===== config.mk =====
export PLATFORM = sky130hd
export DESIGN_NAME = pong_game_ctrl
export DESIGN_NICKNAME = d
export VERILOG_FILES = /design/src/rtl/pong_game_ctrl_pkg.sv /design/src/rtl/pong_game_ctrl_paddle_ctrl.sv /design/src/rtl/pong_game_ctrl.sv
export SDC_FILE = /design/constraint.sdc
export NUM_CORES = 1
export LEC_CHECK = 0
export BUFFER_PORTS_ARGS = -buffer_cell sky130_fd_sc_hd__buf_2
export CORE_ASPECT_RATIO = 0.75
export CORE_MARGIN = 8
export CORE_UTILIZATION = 40
export DETAILED_ROUTE_END_ITERATION = 8
export PLACE_DENSITY_LB_ADDON = 0.05
export SYNTH_ARGS = -nofsm -noshare
export SYNTH_HDL_FRONTEND = slang
export SYNTH_SLANG_ARGS = --single-unit

===== constraint.sdc =====
create_clock -name i_clock -period 4.03 [get_ports i_clock]
set_clock_uncertainty 0.15 [all_clocks]
set_input_delay 0.403 -clock i_clock [delete_from_list [all_inputs] [get_ports i_clock]]
set_output_delay 0.403 -clock i_clock [all_outputs]
set_load 0.005 [all_outputs]

===== src/rtl/pong_game_ctrl_pkg.sv =====
// pong_game_ctrl_pkg: shared FSM encodings, default geometry and helpers for the Pong controller and pixel generator.
package pong_game_ctrl_pkg;

    typedef enum logic [2:0] {
        ST_IDLE  = 3'd0,
        ST_SERVE = 3'd1,
        ST_PLAY  = 3'd2,
        ST_OVER  = 3'd3
    } state_t;

    localparam int DEF_H_ACTIVE     = 640;
    localparam int DEF_V_ACTIVE     = 480;
    localparam int DEF_BALL_SIZE    = 8;
    localparam int DEF_BALL_SPEED   = 2;
    localparam int DEF_PADDLE_X     = 616;
    localparam int DEF_PADDLE_W     = 8;
    localparam int DEF_PADDLE_H     = 64;
    localparam int DEF_PADDLE_STEP  = 4;
    localparam int DEF_SERVE_FRAMES = 60;
    localparam int DEF_LIVES        = 3;

    // Top/left coordinate that centres an object of length size inside span.
    function automatic logic [9:0] center(input int span, input int size);
        return 10'((span - size) / 2);
    endfunction

endpackage


===== src/rtl/pong_game_ctrl_paddle_ctrl.sv =====
// pong_paddle_ctrl: paddle top-line register with per-frame step and screen clamp.
//   i_clock, i_reset (sync, active-low), i_tick (frame tick), i_move_en (SERVE|PLAY),
//   i_recenter (restart request), i_up/i_down (button levels), o_paddle_y (paddle top line).
module pong_paddle_ctrl
    import pong_game_ctrl_pkg::*;
#(
    parameter int V_ACTIVE    = DEF_V_ACTIVE,
    parameter int PADDLE_H    = DEF_PADDLE_H,
    parameter int PADDLE_STEP = DEF_PADDLE_STEP
) (
    input  logic       i_clock,
    input  logic       i_reset,
    input  logic       i_tick,
    input  logic       i_move_en,
    input  logic       i_recenter,
    input  logic       i_up,
    input  logic       i_down,
    output logic [9:0] o_paddle_y
);
    localparam logic [10:0] STEP  = 11'(PADDLE_STEP);
    localparam logic [10:0] Y_MAX = 11'(V_ACTIVE - PADDLE_H);
    localparam logic [9:0]  Y_CTR = center(V_ACTIVE, PADDLE_H);

    // One extra bit so a step past either edge is visible before clamping.
    logic [10:0] py;
    logic [9:0]  y_up, y_dn;

    always_comb begin
        py   = {1'b0, o_paddle_y};
        y_up = (py < STEP) ? 10'd0 : 10'(py - STEP);
        y_dn = (py + STEP > Y_MAX) ? 10'(Y_MAX) : 10'(py + STEP);
    end

    always_ff @(posedge i_clock) begin
        if (!i_reset || (i_tick && i_recenter))
            o_paddle_y <= Y_CTR;
        else if (i_tick && i_move_en && (i_up ^ i_down))
            o_paddle_y <= i_up ? y_up : y_dn;
    end

endmodule


===== src/rtl/pong_game_ctrl.sv =====
// pong_game_ctrl: frame-rate Pong controller owning FSM, ball motion/collisions, score and lives.
//   i_clock, i_reset (sync, active-low), i_frame_tick (one pulse per frame), i_up/i_down (buttons);
//   o_ball_x/o_ball_y (ball top-left), o_paddle_y, o_score (saturating hits), o_lives,
//   o_state (FSM encoding), o_game_over (high in OVER).
module pong_game_ctrl
    import pong_game_ctrl_pkg::*;
#(
    parameter int H_ACTIVE     = DEF_H_ACTIVE,
    parameter int V_ACTIVE     = DEF_V_ACTIVE,
    parameter int BALL_SIZE    = DEF_BALL_SIZE,
    parameter int BALL_SPEED   = DEF_BALL_SPEED,
    parameter int PADDLE_X     = DEF_PADDLE_X,
    parameter int PADDLE_W     = DEF_PADDLE_W,
    parameter int PADDLE_H     = DEF_PADDLE_H,
    parameter int PADDLE_STEP  = DEF_PADDLE_STEP,
    parameter int SERVE_FRAMES = DEF_SERVE_FRAMES,
    parameter int LIVES        = DEF_LIVES
) (
    input  logic       i_clock,
    input  logic       i_reset,
    input  logic       i_frame_tick,
    input  logic       i_up,
    input  logic       i_down,
    output logic [9:0] o_ball_x,
    output logic [9:0] o_ball_y,
    output logic [9:0] o_paddle_y,
    output logic [7:0] o_score,
    output logic [1:0] o_lives,
    output logic [2:0] o_state,
    output logic       o_game_over
);
    localparam logic signed [10:0] SPD   = 11'(BALL_SPEED);
    localparam logic signed [10:0] BS    = 11'(BALL_SIZE);
    localparam logic signed [10:0] PX    = 11'(PADDLE_X);
    localparam logic signed [10:0] PH    = 11'(PADDLE_H);
    localparam logic signed [10:0] HA    = 11'(H_ACTIVE);
    localparam logic signed [10:0] Y_LIM = 11'(V_ACTIVE - BALL_SIZE);
    localparam logic [9:0]         X0    = center(H_ACTIVE, BALL_SIZE);
    localparam logic [9:0]         Y0    = center(V_ACTIVE, BALL_SIZE);
    localparam int                 CW    = $clog2(SERVE_FRAMES + 1);
    localparam logic [CW-1:0]      SERVE_CNT = CW'(SERVE_FRAMES);
    localparam logic [1:0]         LIVES0    = 2'(LIVES);

    state_t         state;
    logic [9:0]     ball_x, ball_y, paddle_y;
    logic           dx_neg, dy_neg;
    logic [CW-1:0]  serve_cnt;

    logic signed [10:0] bx, by, py, nx, ny, x_next, y_next;
    logic top_hit, bot_hit, wall_hit, paddle_hit, miss, dx_next, dy_next;

    // Candidate next position and all collision decisions for a PLAY tick,
    // judged against the paddle position before this tick's move.
    always_comb begin
        bx         = signed'({1'b0, ball_x});
        by         = signed'({1'b0, ball_y});
        py         = signed'({1'b0, paddle_y});
        nx         = bx + (dx_neg ? -SPD : SPD);
        ny         = by + (dy_neg ? -SPD : SPD);
        top_hit    = ny <= 11'sd0;
        bot_hit    = ny >= Y_LIM;
        wall_hit   = nx <= 11'sd0;
        paddle_hit = !dx_neg && (bx + BS <= PX) && (nx + BS > PX) && (ny + BS > py) && (ny < py + PH);
        miss       = nx + BS >= HA;
        y_next     = top_hit ? 11'sd0 : bot_hit ? Y_LIM : ny;
        dy_next    = top_hit ? 1'b0 : bot_hit ? 1'b1 : dy_neg;
        x_next     = wall_hit ? 11'sd0 : paddle_hit ? PX - BS : nx;
        dx_next    = wall_hit ? 1'b0 : paddle_hit ? 1'b1 : dx_neg;
    end

    pong_paddle_ctrl #(
        .V_ACTIVE    (V_ACTIVE),
        .PADDLE_H    (PADDLE_H),
        .PADDLE_STEP (PADDLE_STEP)
    ) u_paddle (
        .i_clock    (i_clock),
        .i_reset    (i_reset),
        .i_tick     (i_frame_tick),
        .i_move_en  (state == ST_SERVE || state == ST_PLAY),
        .i_recenter (state == ST_OVER && i_up && i_down),
        .i_up       (i_up),
        .i_down     (i_down),
        .o_paddle_y (paddle_y)
    );

    always_ff @(posedge i_clock) begin
        if (!i_reset) begin
            state       <= ST_IDLE;
            ball_x      <= X0;
            ball_y      <= Y0;
            dx_neg      <= 1'b1;
            dy_neg      <= 1'b0;
            o_score     <= 8'd0;
            o_lives     <= LIVES0;
            serve_cnt   <= '0;
            o_game_over <= 1'b0;
        end else if (i_frame_tick) begin
            case (state)
                ST_IDLE: begin
                    if (i_up | i_down) begin
                        state     <= ST_SERVE;
                        serve_cnt <= SERVE_CNT;
                    end
                end
                ST_SERVE: begin
                    serve_cnt <= serve_cnt - 1'b1;
                    if (serve_cnt == CW'(1))
                        state <= ST_PLAY;
                end
                ST_PLAY: begin
                    ball_y <= 10'(y_next);
                    dy_neg <= dy_next;
                    if (miss) begin
                        // Recentre overrides the vertical update; dy keeps its bounce result.
                        o_lives <= o_lives - 2'd1;
                        ball_x  <= X0;
                        ball_y  <= Y0;
                        dx_neg  <= 1'b1;
                        if (o_lives == 2'd1) begin
                            state       <= ST_OVER;
                            o_game_over <= 1'b1;
                        end else begin
                            state     <= ST_SERVE;
                            serve_cnt <= SERVE_CNT;
                        end
                    end else begin
                        ball_x <= 10'(x_next);
                        dx_neg <= dx_next;
                        if (paddle_hit && o_score != 8'hff)
                            o_score <= o_score + 8'd1;
                    end
                end
                ST_OVER: begin
                    if (i_up & i_down) begin
                        state       <= ST_IDLE;
                        o_game_over <= 1'b0;
                        o_score     <= 8'd0;
                        o_lives     <= LIVES0;
                        ball_x      <= X0;
                        ball_y      <= Y0;
                        dx_neg      <= 1'b1;
                        dy_neg      <= 1'b0;
                    end
                end
                default: state <= ST_IDLE;
            endcase
        end
    end

    assign o_ball_x   = ball_x;
    assign o_ball_y   = ball_y;
    assign o_paddle_y = paddle_y;
    assign o_state    = state;

endmodule


==> results.yml, run 1 <==
outcome:
  outcome: "finished clean"
synth:
  synth_edf_count: 0
  syn_area_per_cell_um2: 7.94
  muxShareOfSynthArea_pct: 1.82
  synthCells: 570
  synth_top_area_share_pct: 20.8
  ys.flop_type: "dfxtp_1"
  synth_seq_area_share_pct: 20.8
  synth-seq-cells: 47
  ys_types: 80
  synth_compound_area_share_pct: 29.7
  synth_simple_gate_area_share_pct: 23.7
  synth_xor_xnor_area_share_pct: 4.23
  yosysWarnings: 0
  synth_area_leaders: "dfxtp_1 21%, ha_1 14%, a21oi_1 4.3%, nand2_1 3.6%, nor2_1 3.6%"
  synth.cell_area_um2: 4530
  synthAdderAreaFrac_pct: 14.4
  synth_async_sr_flop_share_pct: 0
  synth_top_family_by_area: "compound AO/OA/AOI/OAI gates"
  synth_area_leader_cell: "dfxtp_1"
sta:
  setup_viol: 0
  worst_slack_ns: 0.104
  worst_pin_slew_ns: 0.852
  relSlewSlack_pct: 42.9
  hold_violations: 0
  report.final.slew_viol_count: 0
  timing.fmax_mhz: 255
  fin_tns_setup_ns: 0
  finalCritPeriodShare_pct: 97.4
  period_needed_ns: 3.93
cells_and_area:
  fin_nets: 694
  n_fill_cell: 1097
  n_antenna_cell: 0
  drive_gt1_share_pct: 21.8
  multiInputGateArea_um2: 3610
  seqCellArea_um2: 947
  fin_util_pct: 49.9
  area_delta_synth_final_pct: 21.1
die:
  die_area_um2: 15000
  fp.dieH_um: 108
  rows: 33
  io_pins: 49
  start_util_pct: 41.2
  die-width_um: 139
  core-area_um2: 11000
power:
  powerDensity_nw_per_um2: 209
  p_leak_nw: 2.22
  peakVddDrop_mv: 0.138
clock_tree:
  tritoncts: "built"
  max-clock-path-buffers: 2
  path_clk_slew_ns: 0.07
  root_buffer: "clkbuf_16"
  clk_latency_ns: 0.30
  cts_max_level: 2
  cts_sinks: 47
  cts_inserted_buffers: 5
detailed_routing:
  drt_wl_total_um: 14200
  wl_per_cell_um: 18.3
  vias_per_cell: 6.03
  initialDrtViolationCount: 400
  first_pass_iters: 5
  dr_total_vias: 4695
  drc: 0
  ant_nets: 0
global_route:
  grt_first_pass_wirelength_um: 23100
  track_usage_pct: 18.6
  grt_pass1_vias: 4424
  grt_max_degree: 26
  grt_overflow: 0
  grt_antenna_before_repair: 0
placed_design:
  finalWeightedCongestion: 0.893
  numPortBuffers: 43
  dp_slack_ns: -0.151
  hpwl_um: 10700
critical_path:
  crit_chain: "ha_4 -> a211o_4 -> a21o_1 -> a211oi_4 -> buf_4 -> nand4_4 -> xnor2_2 -> ha_1 -> a21o_1 -> a21oi_1 -> o21ai_1 -> nor4bb_2 -> buf_4 -> and3_4 -> a2111oi_4 -> o21ai_1"
  cpMaxStageDelayCell: "dfxtp_4"
  startpoint_type: "flop"
  worstPathRequired_ns: 4.04
  critPathKind: "reg -> reg"
  crit_arrival_ns: 3.94
  slowest_delay_ns: 0.40
  crit_path_max_fanout: 6
  critical-path-top-delay-family: "compound AO/OA/AOI/OAI gates"
  crit_buf_inv: 2
  timing.rr.start: "dy_neg$_SDFFE_PN0P_"
  critPathLaunch: "dy_neg$_SDFFE_PN0P_"
  end_kind: "flop"
hold_path:
  hp-class: "reg -> reg"
  hold_start: "o_game_over$_SDFFE_PN0P_"
job:
  drv_cap: 0
-- per-stage QoR --
| stage | area (um2) | power (W) | cells | hold slack [ns] |
|---|---|---|---|---|
| after floorplan | 4540 | 0.000658 | 574 | 0.299 |
| after global placement | 5020 | 0.000717 | 763 | 0.298 |
| after detailed placement | 5020 | 0.000719 | 763 | 0.314 |
| after CTS | 5210 | 0.00114 | 773 | 0.327 |
| after global routing | 5480 | 0.00121 | 779 | 0.354 |
| final | 5480 | 0.00114 | 779 | 0.327 |
-- synth_stat cells, types with 6 or more instances --
cell type / n
nor2b_1: 11
a311oi_1: 6
a31oi_1: 6
clkbuf_1: 11
and2_1: 7
o21ai_0: 21
a41oi_1: 7
a21oi_1: 39
mux2i_1: 6
dfxtp_1: 47
ha_1: 49
xnor2_1: 16
nand4_1: 12
inv_1: 32
nand2b_1: 8
a21o_1: 10
nor3_1: 11
a211oi_1: 8
nand2_1: 43
nor2_1: 43
and3_1: 12
nand3_1: 19
o211ai_1: 9
o21ai_1: 10
-- where the power goes --
group          internal, W  switching [W]
combinational    0.0000923       0.000127
sequential        0.000479      0.0000246
clock             0.000230       0.000192
total             0.000801       0.000343
-- cells in the final DEF (no fill, tap or decap), types with 10 or more instances in the layout --
master	instances
and3_1	11
a21o_1	10
nor2_1	43
o21ai_1	12
nand3_1	18
nor3_1	10
xnor2_1	12
inv_1	32
dfxtp_1	44
a21oi_1	37
ha_1	43
nand2_1	41
o21ai_0	19
buf_4	32
nor2b_1	11
nand4_1	12
buf_2	43
-- worst reg2reg max path: stages (launching register included) --
cell and delay (ns):
dfxtp_4 0.40, ha_4 0.22, a211o_4 0.35, a21o_1 0.22
a211oi_4 0.32, buf_4 0.18, nand4_4 0.10, xnor2_2 0.19
ha_1 0.32, a21o_1 0.17, a21oi_1 0.13, o21ai_1 0.09
nor4bb_2 0.17, buf_4 0.16, and3_4 0.20, a2111oi_4 0.33
o21ai_1 0.08
-- repair_timing --
| item | in CTS | in global routing |
|---|---|---|
| endpoints found under the setup margin | 15 | 16 |
| hold buffers | 0 | 0 |
| buffers inserted | 2 | 5 |
| gates cloned | 0 | 1 |
| pin swaps | 2 | 21 |
| gates resized for setup | 8 | 43 |
-- worst paths after layout --
check | end | slack [ns] | cells past startpoint
min reg2reg | o_game_over$_SDFFE_PN0P_ | 0.33 | 2
max reg2reg | dx_neg$_SDFFE_PN1P_ | 0.10 | 16
min | o_game_over$_SDFFE_PN0P_ | 0.33 | 2
max | dx_neg$_SDFFE_PN1P_ | 0.10 | 16
-- layer usage --
metal	vias up	global-route usage (%)	share of wire (%)
li1	2307	-	-
met1	2226	27.5	51
met2	153	27.2	42
met3	9	3.30	6.0
met4	0	4.06	0.75
met5	-	0	0
-- area by class of cell --
cell class / instances / share of cell area (%)
clock buffer: 6 / 2.35
clock inverter: 2 / 0.228
inverter: 34 / 2.33
multi-input combinational: 473 / 65.9
sequential: 47 / 17.3
tap: 140 / 3.20
timing repair buffer: 77 / 8.72
-- state kept, by name, summed over array words and instances, names as in the netlist --
signal	count
u_paddle.o_paddle_y	8
o_score	8
o_lives	2
o_state	2
serve_cnt	6
dy_neg	1
o_ball_y	9
o_game_over	1
dx_neg	1
o_ball_x	9
-- kinds of logic (layout without fill, tap and decap cells) --
kind of cell,after synthesis,count (layout)
AND/OR/NAND/NOR,202,203
AO/OA/AOI/OAI,185,185
buffers and inverters,55,119
adder cells (fa/ha/maj),51,51
flip-flops,47,47
XOR/XNOR,21,21
multiplexers,8,8
other,1,5
Power figures use the tool's default switching activity.
==> inputs of run 2 (changes only) <==
PLACE_DENSITY_LB_ADDON = 0.3   (was 0.05)
==> run 2 against run 1 <==
Wire length is 2.5% lower. Setup slack better by 0.027 ns. Utilization is 2.2 points lower. Largest cell class unchanged. Highest routed layer unchanged.
==> results.yml, run 2 (synthesized netlist as in run 1, its figures left out) <==
hold_path:
  hold_start: "o_game_over$_SDFFE_PN0P_"
  hold_depth: 2
  hp-class: "reg -> reg"
detailed_routing:
  dr_total_vias: 4794
  initialDrtViolationCount: 494
  drt_wl_total_um: 13900
  ant_nets: 0
  first_pass_iters: 7
  vias_per_cell: 6.24
  drc: 0
  wl_per_cell_um: 18.1
power:
  power_w: 0.00113
  powerDensity_nw_per_um2: 215
  peakVddDrop_mv: 0.152
  p_leak_nw: 2.16
cells_and_area:
  fin_nets: 683
  n_antenna_cell: 0
  n_fill_cell: 1068
  drive_gt1_share_pct: 17.7
  final_common_cell: "ha_1"
  area_delta_synth_final_pct: 15.7
  final_area_um2: 5240
  layout_common_cells: "47 x ha_1, 44 x dfxtp_1, 43 x nor2_1, 43 x nand2_1, 43 x buf_2"
sta:
  setup_viol: 0
  worst_slack_ns: 0.130
  hold_ws_ns: 0.314
  worst_pin_slew_ns: 1.12
  timing.fmax_mhz: 256
  relSlewSlack_pct: 24.8
  hold_violations: 0
  fin_tns_setup_ns: 0
  finalCritPeriodShare_pct: 96.8
  report.final.slew_viol_count: 0
  period_needed_ns: 3.90
global_route:
  grt_pass1_vias: 4421
  track_usage_pct: 17.9
  grt_overflow: 0
  grt_antenna_before_repair: 0
  grt_max_degree: 26
  grt_first_pass_wirelength_um: 22500
clock_tree:
  cts_inserted_buffers: 5
  clk_latency_ns: 0.29
  holdBufCountCts: 0
  cts_sinks: 47
  tritoncts: "built"
  path_clk_slew_ns: 0.07
  max-clock-path-buffers: 2
  cts_max_level: 2
  root_buffer: "clkbuf_16"
die:
  fp.dieH_um: 108
  core-area_um2: 11000
  rows: 33
  die-width_um: 139
  start_util_pct: 41.2
  die_area_um2: 15000
  io_pins: 49
critical_path:
  worstPathRequired_ns: 4.04
  reg2reg_slack_ns: 0.13
  critPathKind: "reg -> reg"
  crit_path_max_fanout: 7
  startpoint_type: "flop"
  ff2ff_path_depth: 14
  crit_arrival_ns: 3.91
  critPathLaunch: "dy_neg$_SDFFE_PN0P_"
  timing.rr.start: "dy_neg$_SDFFE_PN0P_"
  end_kind: "flop"
placed_design:
  numPortBuffers: 43
  dp_slack_ns: -0.0872
  finalWeightedCongestion: 0.896
  dpl_cell_area_um2: 5010
  hpwl_um: 10600
outcome:
  outcome: "finished clean"
job:
  drv_cap: 0
run 2: worst paths after layout:
| path | end |
|---|---|
| max | dx_neg$_SDFFE_PN1P_ |
| min | o_game_over$_SDFFE_PN0P_ |
| max reg2reg | dx_neg$_SDFFE_PN1P_ |
| min reg2reg | o_game_over$_SDFFE_PN0P_ |
run 2: per-layer routing:
metal  part of all wire [%]  wire length [um]  global-route usage [%]
met1                     48              6590                    25.3
met3                    7.3              1010                    2.68
met2                     44              6090                    28.2
met4                    1.2               172                    4.37
met5                      0                 0                       0
run 2: final cells by class:
cell class              instances  area, um2  share of cell area (%)
flip-flops and latches         47        947                    18.1
clock buffers                   7        133                    2.53
inverters                      34        128                    2.44
well taps                     140        175                    3.34
repair buffers                 67        408                    7.79
clock inverters                 1       5.00                  0.0955
multi-input cells             472       3440                    65.7
run 2: power breakdown:
group | switching (W) | internal [W]
clock | 0.000179 | 0.000230
combinational | 0.000127 | 0.0000867
sequential | 0.0000244 | 0.000479
run 2: worst max-delay path, cell delays in order, from the launching register on:
cell and delay, ns:
dfxtp_4 0.38, ha_1 0.42, and2_4 0.23, nand3_1 0.15
a32oi_2 0.33, nand4_2 0.22, xnor2_1 0.26, ha_1 0.29
a21o_1 0.18, a21oi_1 0.14, o21ai_0 0.09, nor4bb_4 0.16
and3_4 0.19, a2111oi_0 0.46, o21ai_1 0.12
run 2: per-stage QoR:
step	util [%]	std cells
global placement	45.6	759
CTS	47.0	767
detailed placement	45.6	759
global route	47.7	768
finish	47.7	768
floorplan	-	574
run 2: timing repair:
| action | CTS | global route |
|---|---|---|
| pin swaps | 1 | 7 |
| endpoints found under the hold margin | 0 | 0 |
| setup buffers | 0 | 1 |
| gates resized for setup | 4 | 19 |
| setup endpoints to repair | 15 | 16 |
